$ cat config.mk
export PLATFORM = sky130hd
export DESIGN_NAME = hazard_stall_ctrl_flat
export DESIGN_NICKNAME = d
export VERILOG_FILES = /design/src/rtl/hazard_stall_ctrl_pkg.sv /design/src/rtl/hazard_stall_ctrl_if.sv /design/src/rtl/hazard_stall_ctrl_hz_reg_match.sv /design/src/rtl/hazard_stall_ctrl.sv /design/src/flat_wrapper.sv
export SDC_FILE = /design/constraint.sdc
export NUM_CORES = 1
export LEC_CHECK = 0
export BUFFER_PORTS_ARGS = -buffer_cell sky130_fd_sc_hd__buf_2
export CAP_MARGIN = 20
export CELL_PAD_IN_SITES_DETAIL_PLACEMENT = 0
export CELL_PAD_IN_SITES_GLOBAL_PLACEMENT = 2
export CORE_UTILIZATION = 29
export CTS_BUF_LIST = sky130_fd_sc_hd__clkbuf_2
export CTS_CLUSTER_SIZE = 16
export DETAILED_ROUTE_END_ITERATION = 7
export HOLD_SLACK_MARGIN = 0.05
export MAX_ROUTING_LAYER = met4
export PLACE_DENSITY_LB_ADDON = 0.15
export SYNTH_ARGS = -nofsm -noshare
export SYNTH_HDL_FRONTEND = slang
export SYNTH_SLANG_ARGS = --single-unit
export TNS_END_PERCENT = 30
$ cat constraint.sdc
create_clock -name clk -period 2.6 [get_ports clk]
set_clock_uncertainty 0.1 [all_clocks]
set_input_delay 0.39 -clock clk [delete_from_list [all_inputs] [get_ports clk]]
set_output_delay 0.39 -clock clk [all_outputs]
set_load 0.1 [all_outputs]
$ cat src/rtl/hazard_stall_ctrl_pkg.sv
// Shared hazard-controller types: FSM state encoding, ID source-field slots and id_use bit map.
// Latency: n/a (types, constants and a pure packing function only).
// Backpressure: n/a.
package vliw_pkg;

    localparam int REG_W      = 3;
    localparam int NUM_SRC    = 6;
    localparam int WAIT_CNT_W = 4;

    // id_use bit positions; the packed source vector uses the same slot order
    localparam int USE_RD_SW       = 0;
    localparam int USE_LW_SW_SEL   = 1;
    localparam int USE_ADD_SEL     = 2;
    localparam int USE_SUB_RM_SEL  = 3;
    localparam int USE_SUB_RN_SEL  = 4;
    localparam int USE_CMP_SHFT_RD = 5;

    // Encoding 2'd3 is deliberately left unnamed: it is illegal and recovers to ST_RUN
    typedef enum logic [1:0] {
        ST_RUN      = 2'd0,
        ST_LU_STALL = 2'd1,
        ST_MEM_WAIT = 2'd2
    } hz_state_t;

    typedef logic [REG_W-1:0]                reg_idx_t;
    typedef logic [NUM_SRC-1:0][REG_W-1:0]   src_vec_t;

    // Place each ID source field in the slot matching its id_use bit
    function automatic src_vec_t pack_srcs(
        input reg_idx_t rd_sw,
        input reg_idx_t lw_sw_sel,
        input reg_idx_t add_sel,
        input reg_idx_t sub_rm_sel,
        input reg_idx_t sub_rn_sel,
        input reg_idx_t cmp_shft_rd
    );
        src_vec_t v;
        v[USE_RD_SW]       = rd_sw;
        v[USE_LW_SW_SEL]   = lw_sw_sel;
        v[USE_ADD_SEL]     = add_sel;
        v[USE_SUB_RM_SEL]  = sub_rm_sel;
        v[USE_SUB_RN_SEL]  = sub_rn_sel;
        v[USE_CMP_SHFT_RD] = cmp_shft_rd;
        return v;
    endfunction

endpackage

$ cat src/rtl/hazard_stall_ctrl_if.sv
// Bundle between the pipeline (master) and the hazard/stall controller (slave).
// Latency: none; wires only.
// Backpressure: controller drives PCwrite/IFIDwrite/EXMEM_hold back to the pipeline.
interface hazard_stall_ctrl_if #(
    parameter int CNT_W = 16
);
    logic [2:0]       id_rd_sw;
    logic [2:0]       id_lw_sw_sel;
    logic [2:0]       id_add_sel;
    logic [2:0]       id_sub_rm_sel;
    logic [2:0]       id_sub_rn_sel;
    logic [2:0]       id_cmp_shft_rd;
    logic [5:0]       id_use;
    logic             id_flagRead;
    logic             IDEX_memRead1;
    logic             IDEX_regWrite1;
    logic             IDEX_flagWrite1;
    logic [2:0]       IDEX_rd1;
    logic             dmem_req;
    logic             dmem_ready;
    logic             PCwrite;
    logic             IFIDwrite;
    logic             IDEX_flush;
    logic             EXMEM_hold;
    logic [1:0]       hz_state;
    logic [CNT_W-1:0] stall_count;
    logic             mem_timeout;

    modport master (
        output id_rd_sw, id_lw_sw_sel, id_add_sel, id_sub_rm_sel, id_sub_rn_sel,
               id_cmp_shft_rd, id_use, id_flagRead, IDEX_memRead1, IDEX_regWrite1,
               IDEX_flagWrite1, IDEX_rd1, dmem_req, dmem_ready,
        input  PCwrite, IFIDwrite, IDEX_flush, EXMEM_hold, hz_state, stall_count,
               mem_timeout
    );

    modport slave (
        input  id_rd_sw, id_lw_sw_sel, id_add_sel, id_sub_rm_sel, id_sub_rn_sel,
               id_cmp_shft_rd, id_use, id_flagRead, IDEX_memRead1, IDEX_regWrite1,
               IDEX_flagWrite1, IDEX_rd1, dmem_req, dmem_ready,
        output PCwrite, IFIDwrite, IDEX_flush, EXMEM_hold, hz_state, stall_count,
               mem_timeout
    );

endinterface

$ cat src/rtl/hazard_stall_ctrl_hz_reg_match.sv
// Six-way compare of ID source registers against the EX slot-1 destination.
// Latency: combinational.
// Backpressure: none; pure function of its inputs.
module hz_reg_match
    import vliw_pkg::*;
(
    input  src_vec_t            src_fields,
    input  logic [NUM_SRC-1:0]  id_use,
    input  reg_idx_t            IDEX_rd1,
    output logic                match
);

    // Any source that is actually read and names the in-flight destination is a match
    always_comb begin
        match = 1'b0;
        for (int i = 0; i < NUM_SRC; i++) begin
            if (id_use[i] && (src_fields[i] == IDEX_rd1)) begin
                match = 1'b1;
            end
        end
    end

endmodule

$ cat src/rtl/hazard_stall_ctrl.sv
// Pipeline hazard controller: load-use / flag bubbles and data-memory wait stalls.
// Latency: control outputs combinational from state+inputs; state and counters registered.
// Backpressure: PCwrite/IFIDwrite low freeze fetch; EXMEM_hold freezes the back end on memory waits.
module hazard_stall_ctrl
    import vliw_pkg::*;
#(
    parameter int WAIT_MAX = 15,
    parameter int CNT_W    = 16
) (
    input  logic              clk,
    input  logic              reset_n,
    hazard_stall_ctrl_if.slave hz
);

    localparam logic [WAIT_CNT_W:0] WAIT_LIM = WAIT_MAX[WAIT_CNT_W:0];

    hz_state_t             state;
    hz_state_t             state_nxt;
    logic [CNT_W-1:0]      stall_cnt;
    logic [WAIT_CNT_W-1:0] wait_cnt;
    logic [WAIT_CNT_W:0]   wait_nxt;
    logic                  timeout;
    logic                  reg_match;
    logic                  load_use;
    logic                  flag_hz;
    logic                  mem_stall;
    logic                  pc_write;
    logic                  ifid_write;
    logic                  idex_flush;
    logic                  exmem_hold;

    hz_reg_match u_reg_match (
        .src_fields (pack_srcs(hz.id_rd_sw, hz.id_lw_sw_sel, hz.id_add_sel,
                               hz.id_sub_rm_sel, hz.id_sub_rn_sel, hz.id_cmp_shft_rd)),
        .id_use     (hz.id_use),
        .IDEX_rd1   (hz.IDEX_rd1),
        .match      (reg_match)
    );

    assign load_use  = hz.IDEX_memRead1 & hz.IDEX_regWrite1 & reg_match;
    assign flag_hz   = hz.IDEX_flagWrite1 & hz.id_flagRead;
    assign mem_stall = hz.dmem_req & ~hz.dmem_ready;
    assign wait_nxt  = {1'b0, wait_cnt} + {{WAIT_CNT_W{1'b0}}, 1'b1};

    // Next state and stall controls; memory stall beats a load-use bubble, reset forces free-run
    always_comb begin
        pc_write   = 1'b1;
        ifid_write = 1'b1;
        idex_flush = 1'b0;
        exmem_hold = 1'b0;
        state_nxt  = state;
        case (state)
            ST_RUN: begin
                if (mem_stall) begin
                    pc_write   = 1'b0;
                    ifid_write = 1'b0;
                    exmem_hold = 1'b1;
                    state_nxt  = ST_MEM_WAIT;
                end else if (load_use || flag_hz) begin
                    pc_write   = 1'b0;
                    ifid_write = 1'b0;
                    idex_flush = 1'b1;
                    state_nxt  = ST_LU_STALL;
                end else begin
                    state_nxt  = ST_RUN;
                end
            end
            ST_LU_STALL: begin
                // Bubble already inserted; do not re-detect the same hazard
                state_nxt = mem_stall ? ST_MEM_WAIT : ST_RUN;
            end
            ST_MEM_WAIT: begin
                if (!hz.dmem_ready) begin
                    pc_write   = 1'b0;
                    ifid_write = 1'b0;
                    exmem_hold = 1'b1;
                    state_nxt  = ST_MEM_WAIT;
                end else begin
                    state_nxt  = ST_RUN;
                end
            end
            default: begin
                state_nxt = ST_RUN;
            end
        endcase
        if (!reset_n) begin
            pc_write   = 1'b1;
            ifid_write = 1'b1;
            idex_flush = 1'b0;
            exmem_hold = 1'b0;
        end
    end

    // State, saturating stall counter, memory-wait counter and sticky timeout
    always_ff @(posedge clk or negedge reset_n) begin
        if (!reset_n) begin
            state     <= ST_RUN;
            stall_cnt <= '0;
            wait_cnt  <= '0;
            timeout   <= 1'b0;
        end else begin
            state <= state_nxt;
            if (!pc_write && (stall_cnt != '1)) begin
                stall_cnt <= stall_cnt + CNT_W'(1);
            end
            if (state == ST_MEM_WAIT) begin
                if (wait_cnt != '1) begin
                    wait_cnt <= wait_nxt[WAIT_CNT_W-1:0];
                end
                if (wait_nxt >= WAIT_LIM) begin
                    timeout <= 1'b1;
                end
            end else if (state_nxt == ST_MEM_WAIT) begin
                wait_cnt <= '0;
            end
        end
    end

    assign hz.PCwrite     = pc_write;
    assign hz.IFIDwrite   = ifid_write;
    assign hz.IDEX_flush  = idex_flush;
    assign hz.EXMEM_hold  = exmem_hold;
    assign hz.hz_state    = state;
    assign hz.stall_count = stall_cnt;
    assign hz.mem_timeout = timeout;

endmodule

$ cat src/flat_wrapper.sv
// flat-port wrapper written by rule: the top's interface ports become plain ports
module hazard_stall_ctrl_flat import vliw_pkg::*;
#(
    parameter int WAIT_MAX = 15,
    parameter int CNT_W    = 16
)
  (clk, reset_n, hz_id_rd_sw, hz_id_lw_sw_sel, hz_id_add_sel, hz_id_sub_rm_sel, hz_id_sub_rn_sel, hz_id_cmp_shft_rd, hz_id_use, hz_id_flagRead, hz_IDEX_memRead1, hz_IDEX_regWrite1, hz_IDEX_flagWrite1, hz_IDEX_rd1, hz_dmem_req, hz_dmem_ready, hz_PCwrite, hz_IFIDwrite, hz_IDEX_flush, hz_EXMEM_hold, hz_hz_state, hz_stall_count, hz_mem_timeout);
  hazard_stall_ctrl_if #(.CNT_W(CNT_W)) hz_i ();
  input  logic clk;
  input  logic reset_n;
  input wire logic [$bits(hz_i.id_rd_sw)-1:0] hz_id_rd_sw;
  input wire logic [$bits(hz_i.id_lw_sw_sel)-1:0] hz_id_lw_sw_sel;
  input wire logic [$bits(hz_i.id_add_sel)-1:0] hz_id_add_sel;
  input wire logic [$bits(hz_i.id_sub_rm_sel)-1:0] hz_id_sub_rm_sel;
  input wire logic [$bits(hz_i.id_sub_rn_sel)-1:0] hz_id_sub_rn_sel;
  input wire logic [$bits(hz_i.id_cmp_shft_rd)-1:0] hz_id_cmp_shft_rd;
  input wire logic [$bits(hz_i.id_use)-1:0] hz_id_use;
  input wire logic [$bits(hz_i.id_flagRead)-1:0] hz_id_flagRead;
  input wire logic [$bits(hz_i.IDEX_memRead1)-1:0] hz_IDEX_memRead1;
  input wire logic [$bits(hz_i.IDEX_regWrite1)-1:0] hz_IDEX_regWrite1;
  input wire logic [$bits(hz_i.IDEX_flagWrite1)-1:0] hz_IDEX_flagWrite1;
  input wire logic [$bits(hz_i.IDEX_rd1)-1:0] hz_IDEX_rd1;
  input wire logic [$bits(hz_i.dmem_req)-1:0] hz_dmem_req;
  input wire logic [$bits(hz_i.dmem_ready)-1:0] hz_dmem_ready;
  output wire logic [$bits(hz_i.PCwrite)-1:0] hz_PCwrite;
  output wire logic [$bits(hz_i.IFIDwrite)-1:0] hz_IFIDwrite;
  output wire logic [$bits(hz_i.IDEX_flush)-1:0] hz_IDEX_flush;
  output wire logic [$bits(hz_i.EXMEM_hold)-1:0] hz_EXMEM_hold;
  output wire logic [$bits(hz_i.hz_state)-1:0] hz_hz_state;
  output wire logic [$bits(hz_i.stall_count)-1:0] hz_stall_count;
  output wire logic [$bits(hz_i.mem_timeout)-1:0] hz_mem_timeout;
  assign hz_i.id_rd_sw = hz_id_rd_sw;
  assign hz_i.id_lw_sw_sel = hz_id_lw_sw_sel;
  assign hz_i.id_add_sel = hz_id_add_sel;
  assign hz_i.id_sub_rm_sel = hz_id_sub_rm_sel;
  assign hz_i.id_sub_rn_sel = hz_id_sub_rn_sel;
  assign hz_i.id_cmp_shft_rd = hz_id_cmp_shft_rd;
  assign hz_i.id_use = hz_id_use;
  assign hz_i.id_flagRead = hz_id_flagRead;
  assign hz_i.IDEX_memRead1 = hz_IDEX_memRead1;
  assign hz_i.IDEX_regWrite1 = hz_IDEX_regWrite1;
  assign hz_i.IDEX_flagWrite1 = hz_IDEX_flagWrite1;
  assign hz_i.IDEX_rd1 = hz_IDEX_rd1;
  assign hz_i.dmem_req = hz_dmem_req;
  assign hz_i.dmem_ready = hz_dmem_ready;
  assign hz_PCwrite = hz_i.PCwrite;
  assign hz_IFIDwrite = hz_i.IFIDwrite;
  assign hz_IDEX_flush = hz_i.IDEX_flush;
  assign hz_EXMEM_hold = hz_i.EXMEM_hold;
  assign hz_hz_state = hz_i.hz_state;
  assign hz_stall_count = hz_i.stall_count;
  assign hz_mem_timeout = hz_i.mem_timeout;
  hazard_stall_ctrl #(.WAIT_MAX(WAIT_MAX), .CNT_W(CNT_W)) u_core (.clk(clk), .reset_n(reset_n), .hz(hz_i));
endmodule
== After elaboration in Yosys (flattened, before gate mapping) ==
Index checks and enable logic that the tools add are counted.

* Add/subtract/negate cells: 2
* Magnitude comparators: 1
* Equal/unequal tests: 12
* Muxes and demuxes: 27
* Bitwise gates (word level): 5
* Reduce and logical (&&, ||, !) cells: 13

{| class="wikitable"
|+ Operators by type and width
! kind !! number
|-
| == test 3 bit || 6
|-
| 2-to-1 mux 1 bit || 18
|-
| adder 16 x 1 -> 16 bit, second input constant || 1
|-
| inequality test 16 bit, second input constant || 1
|-
| 2-to-1 mux 4 bit || 3
|-
| logical AND 1 bit || 7
|-
| 2-to-1 mux 2 bit || 3
|-
| case mux 2 bit (3 select lines) || 1
|-
| adder 4 x 1 -> 5 bit, second input constant || 1
|-
| greater-or-equal comparator 5 x 4 -> 1 bit, second input constant || 1
|-
| bitwise AND 1 bit || 4
|-
| == test 2 bit, second input constant || 2
|-
| inequality test 4 bit, second input constant || 1
|-
| case mux 1 bit (2 select lines) || 2
|-
| AND reduction 2 bit || 2
|-
| == test 2 x 1 -> 1 bit, second input constant || 1
|-
| zero test 2 bit || 1
|-
| inequality test 2 bit, second input constant || 1
|-
| nonzero test 2 bit || 1
|-
| zero test 1 bit || 1
|-
| logical OR 1 bit || 1
|-
| inverter 1 bit || 1
|}

* Bits in registers: 23
* Input bits: 35
* Output and inout port bits: 23

== Depth between registers and ports, before layout ==
* Depth in word-level cells: 16
* Depth in mapped cells: 9
* Gate-level depth less buffers: 8

== By module ==
Synthesis repeated with hierarchy kept, for this count alone.

* Cell total of the unflattened synthesis: 149
* Area, all modules: 1,515.2 µm²

{| class="wikitable"
|+ Modules (own cells, without submodules)
! module !! times used !! cells an instance !! area an instance (µm²) !! seq. area each (µm²)
|-
| hazard_stall_ctrl || 1 || 118 || 1,268.7 || 575.6
|-
| hz_reg_match || 1 || 31 || 246.5 || 0.0
|}

== Worst setup path before layout ==
OpenSTA, ideal clock, no wires.

* Path kind: register to output
* Start: register u_core.state[1] (netlist: u_core.hz.hz_state[1])
* End: output hz_PCwrite
* Arrival time: 2.811 ns
* Required time: 2.110 ns
* Path slack: -0.701 ns
* Cell stages (with the launch flop): 6
* Buffers on the path: 1
* Cell sequence: dfrtp_1 > o21bai_2 > a2bb2oi_2 > a221oi_2 > nand2_1 > buf_4

* Cells in the longest elaborated chain, start to end: 3
* Elaborated cells on any way between the ends: 4

{| class="wikitable"
|+ Ends and longest elaborated chain
! what !! RTL line !! RTL
|-
| from (decl) || hazard_stall_ctrl.sv:17 || <nowiki>hz_state_t state;</nowiki>
|-
| from (signal assigned) || hazard_stall_ctrl.sv:102 || <nowiki>state <= state_nxt;</nowiki>
|-
| == test 2 bit / zero test 2 bit (equally long branches) || -- ||
|-
| case mux 1 bit (2 select lines) (*) || -- ||
|-
| 2-to-1 mux 1 bit (*) || -- ||
|-
| to (decl) || flat_wrapper.sv:25 || <nowiki>output wire logic [$bits(hz_i.PCwrite)-1:0] hz_PCwrite;</nowiki>
|}

Mark *: on every way between the ends. The rest lies on a longest branch, timed or not.

== Worst setup path in the final report ==
* Start: register u_core.state[1] (netlist: u_core.hz.hz_state[1])
* End: output hz_PCwrite

* Cells in the longest elaborated chain, start to end: 3
* Elaborated cells on any way between the ends: 4

{| class="wikitable"
|+ Ends and longest elaborated chain
! what !! RTL line !! RTL
|-
| == test 2 bit / zero test 2 bit (equally long branches) || hazard_stall_ctrl.sv:52 || <nowiki>case (state)</nowiki>
|-
| case mux 1 bit (2 select lines) (*) || hazard_stall_ctrl.sv:52 ||
|-
| 2-to-1 mux 1 bit (*) || hazard_stall_ctrl.sv:86 || <nowiki>if (!reset_n) begin</nowiki>
|}

Marked as above.

==> impl_metrics.json <==
{
  "status": "complete, no violations",
  "htreeDepth": 1,
  "post_cts_buffers": 0,
  "synth_cells": 150,
  "tns_ns": 0,
  "grt_max_degree": 25,
  "antennaDiodeCount": 0,
  "syn_avg_cell_area_um2": 9.59,
  "arrival_ns": 1.92,
  "layout_commonest_cell": "buf_2",
  "grt_setup_unrepaired": "no",
  "gp_congestion": 0.776,
  "cp.required_ns": 2.11,
  "ir_drop_uv": 689,
  "coreArea_mm2": 0.00475,
  "root_buffer": "clkbuf_2",
  "fin_nets": 249,
  "seq_area_frac_synth": 0.400,
  "cp_num_buf_inv": 1,
  "postCtsHoldBufs": 1,
  "ant_nets": 0,
  "max_slew_margin": 0.673,
  "drv_cap": 0,
  "fin_hold_ws_ns": 0.248,
  "cts.clk_slew.worst_paths_ns": 0.23,
  "die_h_um": 72.4,
  "crit_path_start_kind": "flip-flop",
  "top_level_ports": 58,
  "crit_type": "flip-flop to output port",
  "first_iter_violations": 27,
  "grt_pass1_wl_um": 5820,
  "ys_ff_latch": 23,
  "die-area_mm2": 0.00525,
  "max_stage_delay_ns": 0.50,
  "n_fill_cell": 527,
  "power.density_mw_per_mm2": 706,
  "final_cells": 277,
  "setup_viol": 0,
  "synth_fp_nets": 188,
  "io_buffer_count": 57,
  "clock_sinks": 23,
  "cts_tree": "done",
  "numCtsBuffers": 3,
  "grt_overflow": 0,
  "multi_input_area_um2": 823,
  "min_period_ns": 2.41,
  "wirelength_um": 3480,
  "synth_cell_type_count": 35,
  "vias": 1278,
  "synth_area_mm2": 0.00144,
  "min_path_type": "input pin to flip-flop",
  "start_util": 0.303,
  "leakagePower_nw": 0.897,
  "crit_family": "compound AO/OA/AOI/OAI gates",
  "grt_pass1_vias": 1266,
  "cp_cell_sequence": "o21bai_2 > a2bb2oi_2 > a221oi_2 > nand2_2 > buf_12",
  "insertion_delay_ns": 0.34,
  "place_inst": 272,
  "slowest_stage": "dfrtp_2",
  "cts_resized": 0,
  "clockBufferDepth": 2,
  "placementRows": 25,
  "die_w_um": 72.4,
  "crit_fanout": 8,
  "ff_latch_area_um2": 577,
  "routed_via_density": 4.61,
  "drive_gt1_frac": 0.357,
  "slew_viol_final": 0,
  "worst_slew_pin_slew_ns": 0.495,
  "yosys_warnings": 0,
  "area_delta_synth_final_pct": 30.5,
  "final_cell_mix": "buf_2 (54), xnor2_1 (29), dfrtp_1 (22), nand2_1 (16), nand4_1 (13)",
  "dp_hpwl_um": 2770,
  "fmax_mhz": 415,
  "end_kind": "output port",
  "antenna_found_initial": 0,
  "grt_use_total": 0.146,
  "hold_violations": 0,
  "wl_per_cell_um": 12.6,
  "post-route-drc-count": 0,
  "finalCritPeriodShare": 0.927,
  "firstDrtPassIters": 4
}
cell type report:
cell class,instances,area share
Timing Repair Buffer,61,0.193
Tap cell,67,0.0446
Clock buffer,4,0.0107
Sequential cell,23,0.307
Inverter,3,0.00600
Multi-Input combinational cell,119,0.438
cell usage after synthesis (all sizes together):
cell type / count / share of area
o31ai: 1 / 0.0052
nor2: 6 / 0.016
inv: 3 / 0.0078
a221oi: 1 / 0.010
o211ai: 1 / 0.0052
nand2b: 3 / 0.013
xnor2: 29 / 0.18
a21o: 1 / 0.0052
nor2b: 4 / 0.017
a2bb2oi: 2 / 0.017
and4: 1 / 0.0061
nand3: 11 / 0.038
o21ai: 4 / 0.014
buf: 5 / 0.023
and2: 2 / 0.0087
mux2i: 1 / 0.0070
ha: 3 / 0.026
nand4: 13 / 0.057
nor3b: 1 / 0.0087
nor3: 1 / 0.0035
mux2: 2 / 0.016
dfrtp: 23 / 0.40
xor2: 2 / 0.012
o21bai: 2 / 0.013
and3: 5 / 0.022
a21oi: 3 / 0.013
a311oi: 1 / 0.0061
nand2: 18 / 0.049
nor4: 1 / 0.0044
metal layers:
metal  track usage  wire length [um]  up-vias
met2         0.229              1670       26
met5             -                 0        -
met4        0.0392                17        0
met1         0.195              1670      604
li1              -                 -      646
met3        0.0250               123        2
worst reg2reg max path, stage by stage (launching register included):
cell and delay, ns:
dfrtp_2 0.50, o21bai_2 0.10, a2bb2oi_2 0.16, a221oi_2 0.43, nand2_2 0.08, a21oi_2 0.11
buf_4 0.18, mux2_2 0.34
cell families (layout without fill, tap and decap cells):
group,count (synthesis),after routing,share of synthesized area
and+or+nand+nor,66,66,0.243
DFF,23,23,0.400
adders and majority gates,3,3,0.0261
buffers and inverters,8,68,0.0313
xor gates and xnor gates,31,31,0.189
AOI/OAI and AO/OA,16,16,0.0887
muxes,3,3,0.0226
sequential cells by signal (all words and copies together) (netlist names):
name	flops
u_core.hz.hz_state	2
u_core.hz.stall_count	16
u_core.hz.mem_timeout	1
u_core.wait_cnt	4
worst paths after layout:
path / slack (ns) / cells after the start / to / startpoint
setup / recovery: 0.19 / 5 / hz_PCwrite / u_core.hz.hz_state[1]
hold / removal: 0.25 / 3 / u_core.hz.hz_state[1] / hz_dmem_ready
setup reg to reg: 0.51 / 7 / u_core.hz.stall_count[1] / u_core.hz.hz_state[1]
hold reg to reg: 0.40 / 1 / u_core.hz.stall_count[7] / u_core.hz.stall_count[7]
max in group asynchronous: 1.70 / 3 / u_core.hz.hz_state[1] / reset_n
min in group asynchronous: 0.45 / 3 / u_core.wait_cnt[2] / reset_n
per-stage QoR:
step / instance area [um2] / util / setup slack [ns] / power [mW]
floorplan: 1450 / - / -0.139 / 1.03
global placement: 1850 / 0.389 / 0.329 / 1.18
detailed placement: 1850 / 0.389 / 0.283 / 1.18
CTS: 1880 / 0.395 / 0.179 / 1.34
global route: 1880 / 0.395 / 0.0289 / 1.41
finish: 1880 / 0.395 / 0.189 / 1.33
power breakdown:
group / total (mW) / internal (mW) / switching [mW] / leakage (nW)
Sequential: 0.497 / 0.416 / 0.0807 / 0.302
Clock: 0.155 / 0.0406 / 0.114 / 0.0166
Combinational: 0.674 / 0.171 / 0.503 / 0.578
Power figures use the tool's default switching activity.
